$ cat config.mk
export PLATFORM = sky130hd
export DESIGN_NAME = bp_be_branch_feedback
export DESIGN_NICKNAME = d
export VERILOG_FILES = /design/src/rtl/bp_be_pkg.sv /design/src/rtl/bp_be_attaboy_queue.sv /design/src/rtl/bp_be_branch_feedback.sv
export SDC_FILE = /design/constraint.sdc
export NUM_CORES = 1
export LEC_CHECK = 0
export BUFFER_PORTS_ARGS = -buffer_cell sky130_fd_sc_hd__buf_2
export CORE_MARGIN = 3
export CORE_UTILIZATION = 50
export CTS_CLUSTER_DIAMETER = 30
export DETAILED_ROUTE_END_ITERATION = 10
export MAX_ROUTING_LAYER = met4
export PLACE_DENSITY = 0.8
export SETUP_SLACK_MARGIN = 0.3
export SKIP_LAST_GASP = 1
export SYNTH_ARGS = -nofsm -noshare
export SYNTH_HDL_FRONTEND = slang
export SYNTH_SLANG_ARGS = --single-unit
$ cat constraint.sdc
create_clock -name clk_i -period 2.7 [get_ports clk_i]
set_input_delay 0.675 -clock clk_i [delete_from_list [all_inputs] [get_ports clk_i]]
set_output_delay 0.675 -clock clk_i [all_outputs]
set_load 0.02 [all_outputs]
$ cat src/rtl/bp_be_pkg.sv
// Shared types for the backend branch-feedback path: control state, front-end
// branch metadata layout, and the attaboy queue entry declaration macro.
`define DECLARE_BP_BE_ATTABOY_ENTRY_S(vaddr_width_mp, metadata_width_mp) \
    typedef struct packed {                                              \
        logic [vaddr_width_mp-1:0]    pc;                                \
        logic                         taken;                             \
        logic                         ntaken;                            \
        logic [metadata_width_mp-1:0] metadata;                          \
    } bp_be_attaboy_entry_s

package bp_be_pkg;

    typedef enum logic [0:0] {
        e_run   = 1'b0,
        e_redir = 1'b1
    } bp_be_fb_state_e;

    typedef struct packed {
        logic       is_br;
        logic       is_jal;
        logic       is_jalr;
        logic [7:0] bht_idx;
        logic [7:0] ghist;
    } bp_fe_branch_metadata_fwd_s;

    localparam int vaddr_width_gp               = 39;
    localparam int branch_metadata_fwd_width_gp = $bits(bp_fe_branch_metadata_fwd_s);

endpackage

$ cat src/rtl/bp_be_attaboy_queue.sv
// Register-based 1r1w FIFO with valid/yumi output, synchronous clear and
// wrap-bit full/empty detection; depth need not be a power of two.
module bp_be_attaboy_queue #(
    parameter int els_p   = 2,
    parameter int width_p = 8
) (
    input  logic               clk_i,
    input  logic               reset_n_i,
    input  logic               clear_i,
    input  logic               v_i,
    input  logic [width_p-1:0] data_i,
    output logic               full_o,
    output logic               v_o,
    output logic [width_p-1:0] data_o,
    input  logic               yumi_i
);

    localparam int idx_w_lp = (els_p > 1) ? $clog2(els_p) : 1;
    localparam logic [idx_w_lp-1:0] last_idx_lp = idx_w_lp'(els_p - 1);

    logic [width_p-1:0]  mem_r [els_p];
    logic [idx_w_lp-1:0] rd_idx_r, wr_idx_r;
    logic                rd_wrap_r, wr_wrap_r;
    logic                empty_s, full_s, deq_s, enq_s;

    function automatic logic [idx_w_lp-1:0] next_idx(input logic [idx_w_lp-1:0] idx);
        if (idx == last_idx_lp) begin
            return '0;
        end else begin
            return idx + idx_w_lp'(1);
        end
    endfunction

    // Occupancy flags and the accepted enqueue/dequeue strobes.
    always_comb begin
        empty_s = (rd_idx_r == wr_idx_r) && (rd_wrap_r == wr_wrap_r);
        full_s  = (rd_idx_r == wr_idx_r) && (rd_wrap_r != wr_wrap_r);
        deq_s   = yumi_i & ~empty_s;
        // A full queue still accepts when its head leaves the same cycle.
        enq_s   = v_i & (~full_s | deq_s);
    end

    // Read/write pointers with wrap bits.
    always_ff @(posedge clk_i or negedge reset_n_i) begin
        if (!reset_n_i) begin
            rd_idx_r  <= '0;
            wr_idx_r  <= '0;
            rd_wrap_r <= 1'b0;
            wr_wrap_r <= 1'b0;
        end else if (clear_i) begin
            rd_idx_r  <= '0;
            wr_idx_r  <= '0;
            rd_wrap_r <= 1'b0;
            wr_wrap_r <= 1'b0;
        end else begin
            if (deq_s) begin
                rd_idx_r  <= next_idx(rd_idx_r);
                rd_wrap_r <= rd_wrap_r ^ (rd_idx_r == last_idx_lp);
            end
            if (enq_s) begin
                wr_idx_r  <= next_idx(wr_idx_r);
                wr_wrap_r <= wr_wrap_r ^ (wr_idx_r == last_idx_lp);
            end
        end
    end

    // Entry storage.
    always_ff @(posedge clk_i or negedge reset_n_i) begin
        if (!reset_n_i) begin
            for (int i = 0; i < els_p; i++) begin
                mem_r[i] <= '0;
            end
        end else if (enq_s && !clear_i) begin
            mem_r[wr_idx_r] <= data_i;
        end
    end

    assign full_o = full_s;
    assign v_o    = ~empty_s;
    assign data_o = mem_r[rd_idx_r];

endmodule

$ cat src/rtl/bp_be_branch_feedback.sv
// Turns resolved branches/exceptions into one-cycle FE redirects, and correct
// predictions into queued attaboy training messages.
module bp_be_branch_feedback
    import bp_be_pkg::*;
#(
    parameter int vaddr_width_p               = vaddr_width_gp,
    parameter int branch_metadata_fwd_width_p = branch_metadata_fwd_width_gp,
    parameter int attaboy_els_p               = 2
) (
    input  logic                                   clk_i,
    input  logic                                   reset_n_i,
    input  logic                                   br_v_i,
    input  logic [vaddr_width_p-1:0]               br_pc_i,
    input  logic [vaddr_width_p-1:0]               br_npc_pred_i,
    input  logic [vaddr_width_p-1:0]               br_npc_i,
    input  logic                                   br_taken_i,
    input  logic                                   br_nonbr_i,
    input  logic [branch_metadata_fwd_width_p-1:0] br_metadata_fwd_i,
    input  logic                                   xcpt_v_i,
    input  logic [vaddr_width_p-1:0]               xcpt_pc_i,
    output logic                                   redirect_v_o,
    output logic [vaddr_width_p-1:0]               redirect_pc_o,
    output logic                                   redirect_br_v_o,
    output logic                                   redirect_br_taken_o,
    output logic                                   redirect_br_ntaken_o,
    output logic                                   redirect_br_nonbr_o,
    output logic [branch_metadata_fwd_width_p-1:0] redirect_br_metadata_fwd_o,
    output logic                                   attaboy_v_o,
    output logic [vaddr_width_p-1:0]               attaboy_pc_o,
    output logic                                   attaboy_taken_o,
    output logic                                   attaboy_ntaken_o,
    output logic [branch_metadata_fwd_width_p-1:0] attaboy_br_metadata_fwd_o,
    input  logic                                   attaboy_yumi_i,
    output logic [15:0]                            drop_count_o
);

    `DECLARE_BP_BE_ATTABOY_ENTRY_S(vaddr_width_p, branch_metadata_fwd_width_p);

    bp_fe_branch_metadata_fwd_s md_s;
    bp_be_attaboy_entry_s       enq_entry_s, head_s;
    bp_be_fb_state_e            state_r, state_n;
    logic mispredict_s, redir_s, correct_s, taken_s, ntaken_s;
    logic q_full_s, q_v_s, q_yumi_s, drop_s;
    logic [15:0] drop_count_r;
    logic unused_s;

    assign md_s     = br_metadata_fwd_i[$bits(bp_fe_branch_metadata_fwd_s)-1:0];
    assign unused_s = ^br_pc_i ^ (^md_s);

    // Event classification, exception taking priority over any branch.
    always_comb begin
        mispredict_s = br_v_i & ((br_npc_pred_i != br_npc_i) | br_nonbr_i);
        redir_s      = xcpt_v_i | mispredict_s;
        correct_s    = br_v_i & ~xcpt_v_i & ~mispredict_s;
        taken_s      = br_taken_i & ~br_nonbr_i;
        ntaken_s     = md_s.is_br & ~br_taken_i & ~br_nonbr_i;
        enq_entry_s  = '{pc: br_npc_i, taken: taken_s, ntaken: ntaken_s,
                         metadata: br_metadata_fwd_i};
    end

    // Next control state.
    always_comb begin
        state_n = e_run;
        case (state_r)
            e_run:   state_n = redir_s ? e_redir : e_run;
            e_redir: state_n = redir_s ? e_redir : e_run;
            default: state_n = e_run;
        endcase
    end

    // Control state register.
    always_ff @(posedge clk_i or negedge reset_n_i) begin
        if (!reset_n_i) begin
            state_r <= e_run;
        end else begin
            state_r <= state_n;
        end
    end

    // Redirect payload, zeroed in cycles without a redirect.
    always_ff @(posedge clk_i or negedge reset_n_i) begin
        if (!reset_n_i) begin
            redirect_pc_o              <= '0;
            redirect_br_v_o            <= 1'b0;
            redirect_br_taken_o        <= 1'b0;
            redirect_br_ntaken_o       <= 1'b0;
            redirect_br_nonbr_o        <= 1'b0;
            redirect_br_metadata_fwd_o <= '0;
        end else if (xcpt_v_i) begin
            redirect_pc_o              <= xcpt_pc_i;
            redirect_br_v_o            <= 1'b0;
            redirect_br_taken_o        <= 1'b0;
            redirect_br_ntaken_o       <= 1'b0;
            redirect_br_nonbr_o        <= 1'b0;
            redirect_br_metadata_fwd_o <= '0;
        end else if (mispredict_s) begin
            redirect_pc_o              <= br_npc_i;
            redirect_br_v_o            <= 1'b1;
            redirect_br_taken_o        <= taken_s;
            redirect_br_ntaken_o       <= ntaken_s;
            redirect_br_nonbr_o        <= br_nonbr_i;
            redirect_br_metadata_fwd_o <= br_metadata_fwd_i;
        end else begin
            redirect_pc_o              <= '0;
            redirect_br_v_o            <= 1'b0;
            redirect_br_taken_o        <= 1'b0;
            redirect_br_ntaken_o       <= 1'b0;
            redirect_br_nonbr_o        <= 1'b0;
            redirect_br_metadata_fwd_o <= '0;
        end
    end

    assign redirect_v_o = (state_r == e_redir);

    // Queued attaboys carry stale ghist once a redirect happens, so flush them.
    bp_be_attaboy_queue #(
        .els_p   (attaboy_els_p),
        .width_p ($bits(bp_be_attaboy_entry_s))
    ) queue (
        .clk_i     (clk_i),
        .reset_n_i (reset_n_i),
        .clear_i   (redir_s),
        .v_i       (correct_s),
        .data_i    (enq_entry_s),
        .full_o    (q_full_s),
        .v_o       (q_v_s),
        .data_o    (head_s),
        .yumi_i    (q_yumi_s)
    );

    assign attaboy_v_o               = q_v_s & ~redirect_v_o;
    assign q_yumi_s                  = attaboy_yumi_i & attaboy_v_o;
    assign attaboy_pc_o              = attaboy_v_o ? head_s.pc : '0;
    assign attaboy_taken_o           = attaboy_v_o & head_s.taken;
    assign attaboy_ntaken_o          = attaboy_v_o & head_s.ntaken;
    assign attaboy_br_metadata_fwd_o = attaboy_v_o ? head_s.metadata : '0;
    assign drop_s                    = correct_s & q_full_s & ~q_yumi_s;

    // Saturating count of attaboys lost to a full queue.
    always_ff @(posedge clk_i or negedge reset_n_i) begin
        if (!reset_n_i) begin
            drop_count_r <= 16'h0000;
        end else if (drop_s && (drop_count_r != 16'hFFFF)) begin
            drop_count_r <= drop_count_r + 16'h0001;
        end else begin
            drop_count_r <= drop_count_r;
        end
    end

    assign drop_count_o = drop_count_r;

endmodule

Word level (Yosys, flattened, before mapping):

Index checks and enable logic that the tools add are counted.

* flip-flop bits (word level): 203
* output and inout port bits: 140
* logic and storage cells: 93

* $add $sub $neg: 3
* $lt $le $gt $ge: 3
* equality and inequality tests: 5
* multiplexer cells: 31
* bitwise operators: 29
* reductions and logical operators: 8

Operators by type and width (count)
* $mux W60: 4
* $bwmux W120: 1
* $mux W39: 3
* $demux W60 S1: 1
* $mux W19: 3
* $ne A39 B39 Y1: 1
* $mux W1: 19
* $add A16 B1 Y16 const B: 1
* $ne A16 B16 Y1 const B: 1
* $and A1 B1 Y1: 14
* $not A1 Y1: 8
* $logic_and A1 B1 Y1: 5
* $ge A2 B2 Y1 const B: 2
* $not A1 Y2: 2
* $reduce_bool A2 Y1: 2
* $or A1 B1 Y1: 3
* $add A1 B1 Y1 const B: 2
* $eq A1 B1 Y1: 2
* $lt A2 B1 Y1 const B: 1
* $xor A1 B1 Y1: 2
* $logic_not A1 Y1: 1
* $ne A1 B1 Y1: 1

Longest topological paths before layout:

* depth after elaboration: 10
* depth in mapped cells: 10
* depth with buffers taken out: 7

Modules after synthesis:

From an unflattened synthesis, not the netlist that was laid out.

* cell total of the unflattened synthesis: 701
* area, all modules: 9382.7 um^2

Modules (own cells, without submodules)
* bp_be_attaboy_queue: instances 1, cells an instance 357, area an instance 5564.1 um^2, sequential area each 3103.0 um^2
* bp_be_branch_feedback: instances 1, cells an instance 344, area an instance 3818.7 um^2, sequential area each 1976.9 um^2

Least setup slack after synthesis:

Ideal clock, no wire load.

* path kind: input to register
* start point: in br_npc_pred_i[2]
* end point: reg queue.mem_r[100] (netlist bit)
* setup time: 125 ps
* arrival time: 2760 ps
* setup slack: -185 ps
* cell stages on the path: 8
* path buffers: 2
* cells stage by stage: xor2_1 -> a211o_1 -> nor4_4 -> nand4_2 -> or4b_4 -> buf_6 -> buf_6 -> mux2_4

* word-level cells in the longest chain between the ends: 7
* elaborated cells on any way between the ends: 9

Ends and longest elaborated chain
* start, declared: RTL line bp_be_branch_feedback.sv:14 `input logic [vaddr_width_p-1:0] br_npc_pred_i,`
* $ne A39 B39 Y1 (*): RTL line bp_be_branch_feedback.sv:52 `mispredict_s = br_v_i & ((br_npc_pred_i != br_npc_i) | br_nonbr_i);`
* $or A1 B1 Y1 (*): RTL line bp_be_branch_feedback.sv:52
* $and A1 B1 Y1 (*): RTL line bp_be_branch_feedback.sv:52
* $not A1 Y1: RTL line bp_be_branch_feedback.sv:54 `correct_s = br_v_i & ~xcpt_v_i & ~mispredict_s;`
* $and A1 B1 Y1: RTL line bp_be_branch_feedback.sv:54
* $and A1 B1 Y1: RTL line bp_be_attaboy_queue.sv:40 `enq_s = v_i & (~full_s | deq_s);`
* $logic_and A1 B1 Y1 (*): RTL line bp_be_attaboy_queue.sv:73 `end else if (enq_s && !clear_i) begin`
* end signal, assigned by index: RTL line bp_be_attaboy_queue.sv:74 `mem_r[wr_idx_r] <= data_i;`
* end, declared: RTL line bp_be_attaboy_queue.sv:21 `logic [width_p-1:0] mem_r [els_p];`

Mark *: on every way between the ends. The rest lies on a longest branch, timed or not.
A chain may end at the register's enable or synchronous reset.

Worst setup path in the final report:

* start point: in br_npc_pred_i[16]
* end point: reg queue.mem_r[87] (netlist bit)

The elaborated chain is that of the path after synthesis.

==> qor.yml <==
grt:
  overflow: 0
  grt_pass1_wl_microns: 43500
  grt_pass1_vias: 7808
  antenna_found_initial: 1
  grt_max_degree: 65
  grt_usage_pct: 29.1
pwr:
  p_switching_mw: 2.14
  pwr-share-seq_pct: 33.3
  internal_power_mw: 7.24
  power_leakage_nw: 7.54
  p_sw_share_pct: 22.8
  pwr-share-comb_pct: 7.5
  power_mw: 9.38
  clkPwrFrac_pct: 59.2
  cellPowerDensity_nw_per_um2: 617
  vdd_drop_max_mv: 0.666
sta:
  period_share_pct: 109
  slew_headroom_pct: 59.7
  drv_slew: 0
  setup_tns_ns: -21.48
  tightestPinTransition_ns: 0.605
  setup-violations-final: 148
  hold_viol: 0
  worst_clock_skew_ns: 0.0159
  min_period_ns: 2.95
  rsz0062_at_grt: "true"
  timing.final.ws_setup_ns: -0.247
  timing.fmax_ghz: 0.339
clock_tree:
  cts_hold_buf: 0
  htreeDepth: 2
  clock_latency_ns: 0.51
  cts_buffers: 42
  cts_sinks: 203
  root_buffer: "clkbuf_16"
  clk_pin_slew_worst_paths_ns: 0.05
  cts_tree: "yes"
  clk_path_buf_depth: 3
detailed_routing:
  drc_errors: 0
  drt_iter0_drc: 567
  via_per_inst: 5.93
  wl_per_cell_microns: 27.0
  via_count: 8070
  antenna_left: 0
  first_pass_iters: 5
  routed_wl_microns: 36800
final_layout:
  final_nets: 1288
  drive_above_1_share_pct: 64.2
  multi_input_area_sq_um: 4800
  syn_to_final_growth_pct: 67.5
  final_common_cell: "buf_2"
  fill_cells: 763
  final_cell_mix: "buf_2 (211), dfrtp_1 (201), buf_6 (82), buf_4 (66), nor2_4 (62)"
  regArea_sq_um: 5080
setup_path:
  r2r_cells: 9
  reg2reg_from: "queue.rd_idx_r$_DFFE_PN0P_"
  cp-end-kind: "register"
  r2r_slack_ns: 0.21
  worstReg2RegEnd: "queue.mem_r[42]$_DFFE_PN0P_"
  crit_arrival_ns: 3.33
  path_max_fanout: 9
  required_ns: 3.09
  crit_type: "input port to register"
  worst_setup_path_start_kind: "input port"
placement:
  detailed_place_hpwl_microns: 17600
  place_congestion: 0.832
  portBuffers: 282
  pre_cts_ws_ns: -0.544
synthesis:
  syn_avg_cell_area_sq_um: 13.0
  yosys_warnings: 0
  synth_cells: 700
  synth_seq_cells: 203
  synth.distinct_cells: 41
  synth_area_sq_um: 9070
  yosysSeqAreaShare_pct: 56.0
  syn_nets: 883
floorplan:
  die_w_microns: 141
  die_y_microns: 141
  start_util_pct: 51.7
  io_pins: 322
  placementRows: 48
  core_sq_um: 17500
  die_area_sq_um: 19800
outcome:
  status: "complete, but fails checks"
  violations: "negative setup slack"
worst_hold_path:
  hp-class: "input port to async pin"
job:
  drv_cap: 0
## cell usage after synthesis, drive strengths merged
master	n	area, sq um
dfrtp	203	5080
mux2	113	1430
nor2	73	274
mux2i	60	601
a22o	38	333
xnor2	34	298
clkbuf	32	120
nand2	21	78.8
and3	20	125
xor2	19	166
o21ai	14	70.1
buf	11	87.6
nand4	9	62.6
inv	7	26.3
nor4	7	58.8
nand3	6	30.0
nor3	6	30.0
nand2b	5	31.3
nor2b	4	25.0
a21o	2	15.0
and2	2	12.5
nand3b	2	15.0
o2111ai	2	17.5
a211o	1	8.76
a21oi	1	5.00
and4	1	8.76
clkinv	1	3.75
ha	1	12.5
nor4bb	1	10.0
o221ai	1	8.76
o41ai	1	8.76
or3	1	6.26
or4b	1	13.8
## cell type report
class                      instances  area share (%)
clock inverter                    24            2.46
multi-input combinational        447            31.6
inverter                           8           0.231
antenna                            2          0.0329
clock buffer                      50            7.45
tap                              225            1.85
sequential                       203            33.5
timing repair buffer             403            22.9
## sequential cells by signal, indices dropped and copies added (netlist names), 16 cells and up
signal / cells
queue.mem_r: 120
drop_count_o: 16
redirect_br_metadata_fwd_o: 19
redirect_pc_o: 39
## power by group through the flow
stage,clock network [mW],logic [mW],registers (mW)
after floorplan,0,0.134,3.24
after global placement,0,0.612,3.16
after detailed placement,0,0.618,3.17
after CTS,5.52,0.648,3.12
after global routing,5.75,0.740,3.12
final,5.55,0.706,3.12
## critical path: stages
cell	delay, ns
buf_2	0.12
xnor2_1	0.41
nand4_1	0.29
nor4_2	0.30
buf_4	0.16
nand4_4	0.11
or4b_4	0.72
clkbuf_16	0.25
mux2_4	0.30
## repair_timing
action                     in CTS  in global routing
setup endpoints to repair     238                233
buffers inserted               11                 10
gates resized for setup        98                318
pin swaps                      10                 80
cloned                         10                 18
## how the worst max path moves through the flow
stage	from	to	cells after the start
6_report	br_npc_pred_i[16]	queue.mem_r[87]$_DFFE_PN0P_	9
5_1_grt	br_npc_pred_i[16]	queue.mem_r[42]$_DFFE_PN0P_	13
4_1_cts	queue.rd_idx_r$_DFFE_PN0P_	attaboy_pc_o[9]	5
3_5_place_dp	br_npc_i[30]	queue.mem_r[60]$_DFFE_PN0P_	9
3_3_place_gp	br_npc_pred_i[30]	queue.mem_r[68]$_DFFE_PN0P_	9
2_1_floorplan	br_npc_pred_i[15]	queue.mem_r[100]$_DFFE_PN0P_	8
## per-layer routing
metal  part of all wire, %  track usage, %
met5                     0               -
met4                   4.3            10.1
met3                   9.0            6.68
met2                    51            48.0
met1                    36            35.6
## cell families after synthesis
| family | Yosys count | synth area share (%) |
|---|---|---|
| AO/OA/AOI/OAI | 60 | 5.15 |
| XOR/XNOR | 53 | 5.12 |
| adder cells (fa/ha/maj) | 1 | 0.138 |
| buffers and inverters | 51 | 2.62 |
| flip-flops | 203 | 56.0 |
| multiplexers | 173 | 22.3 |
| AND/OR/NAND/NOR | 159 | 8.62 |
## per-stage QoR
step                util (%)  cells  hold WS, ns  area (sq um)
floorplan                  -    700        0.379          9180
global placement        64.2   1237        0.462         11300
detailed placement      64.2   1237        0.471         11300
CTS                     77.2   1332       0.0688         13500
global route            86.6   1361       0.0683         15200
finish                  86.6   1362       0.0700         15200
Note: power is estimated with default switching activity, not from simulation.
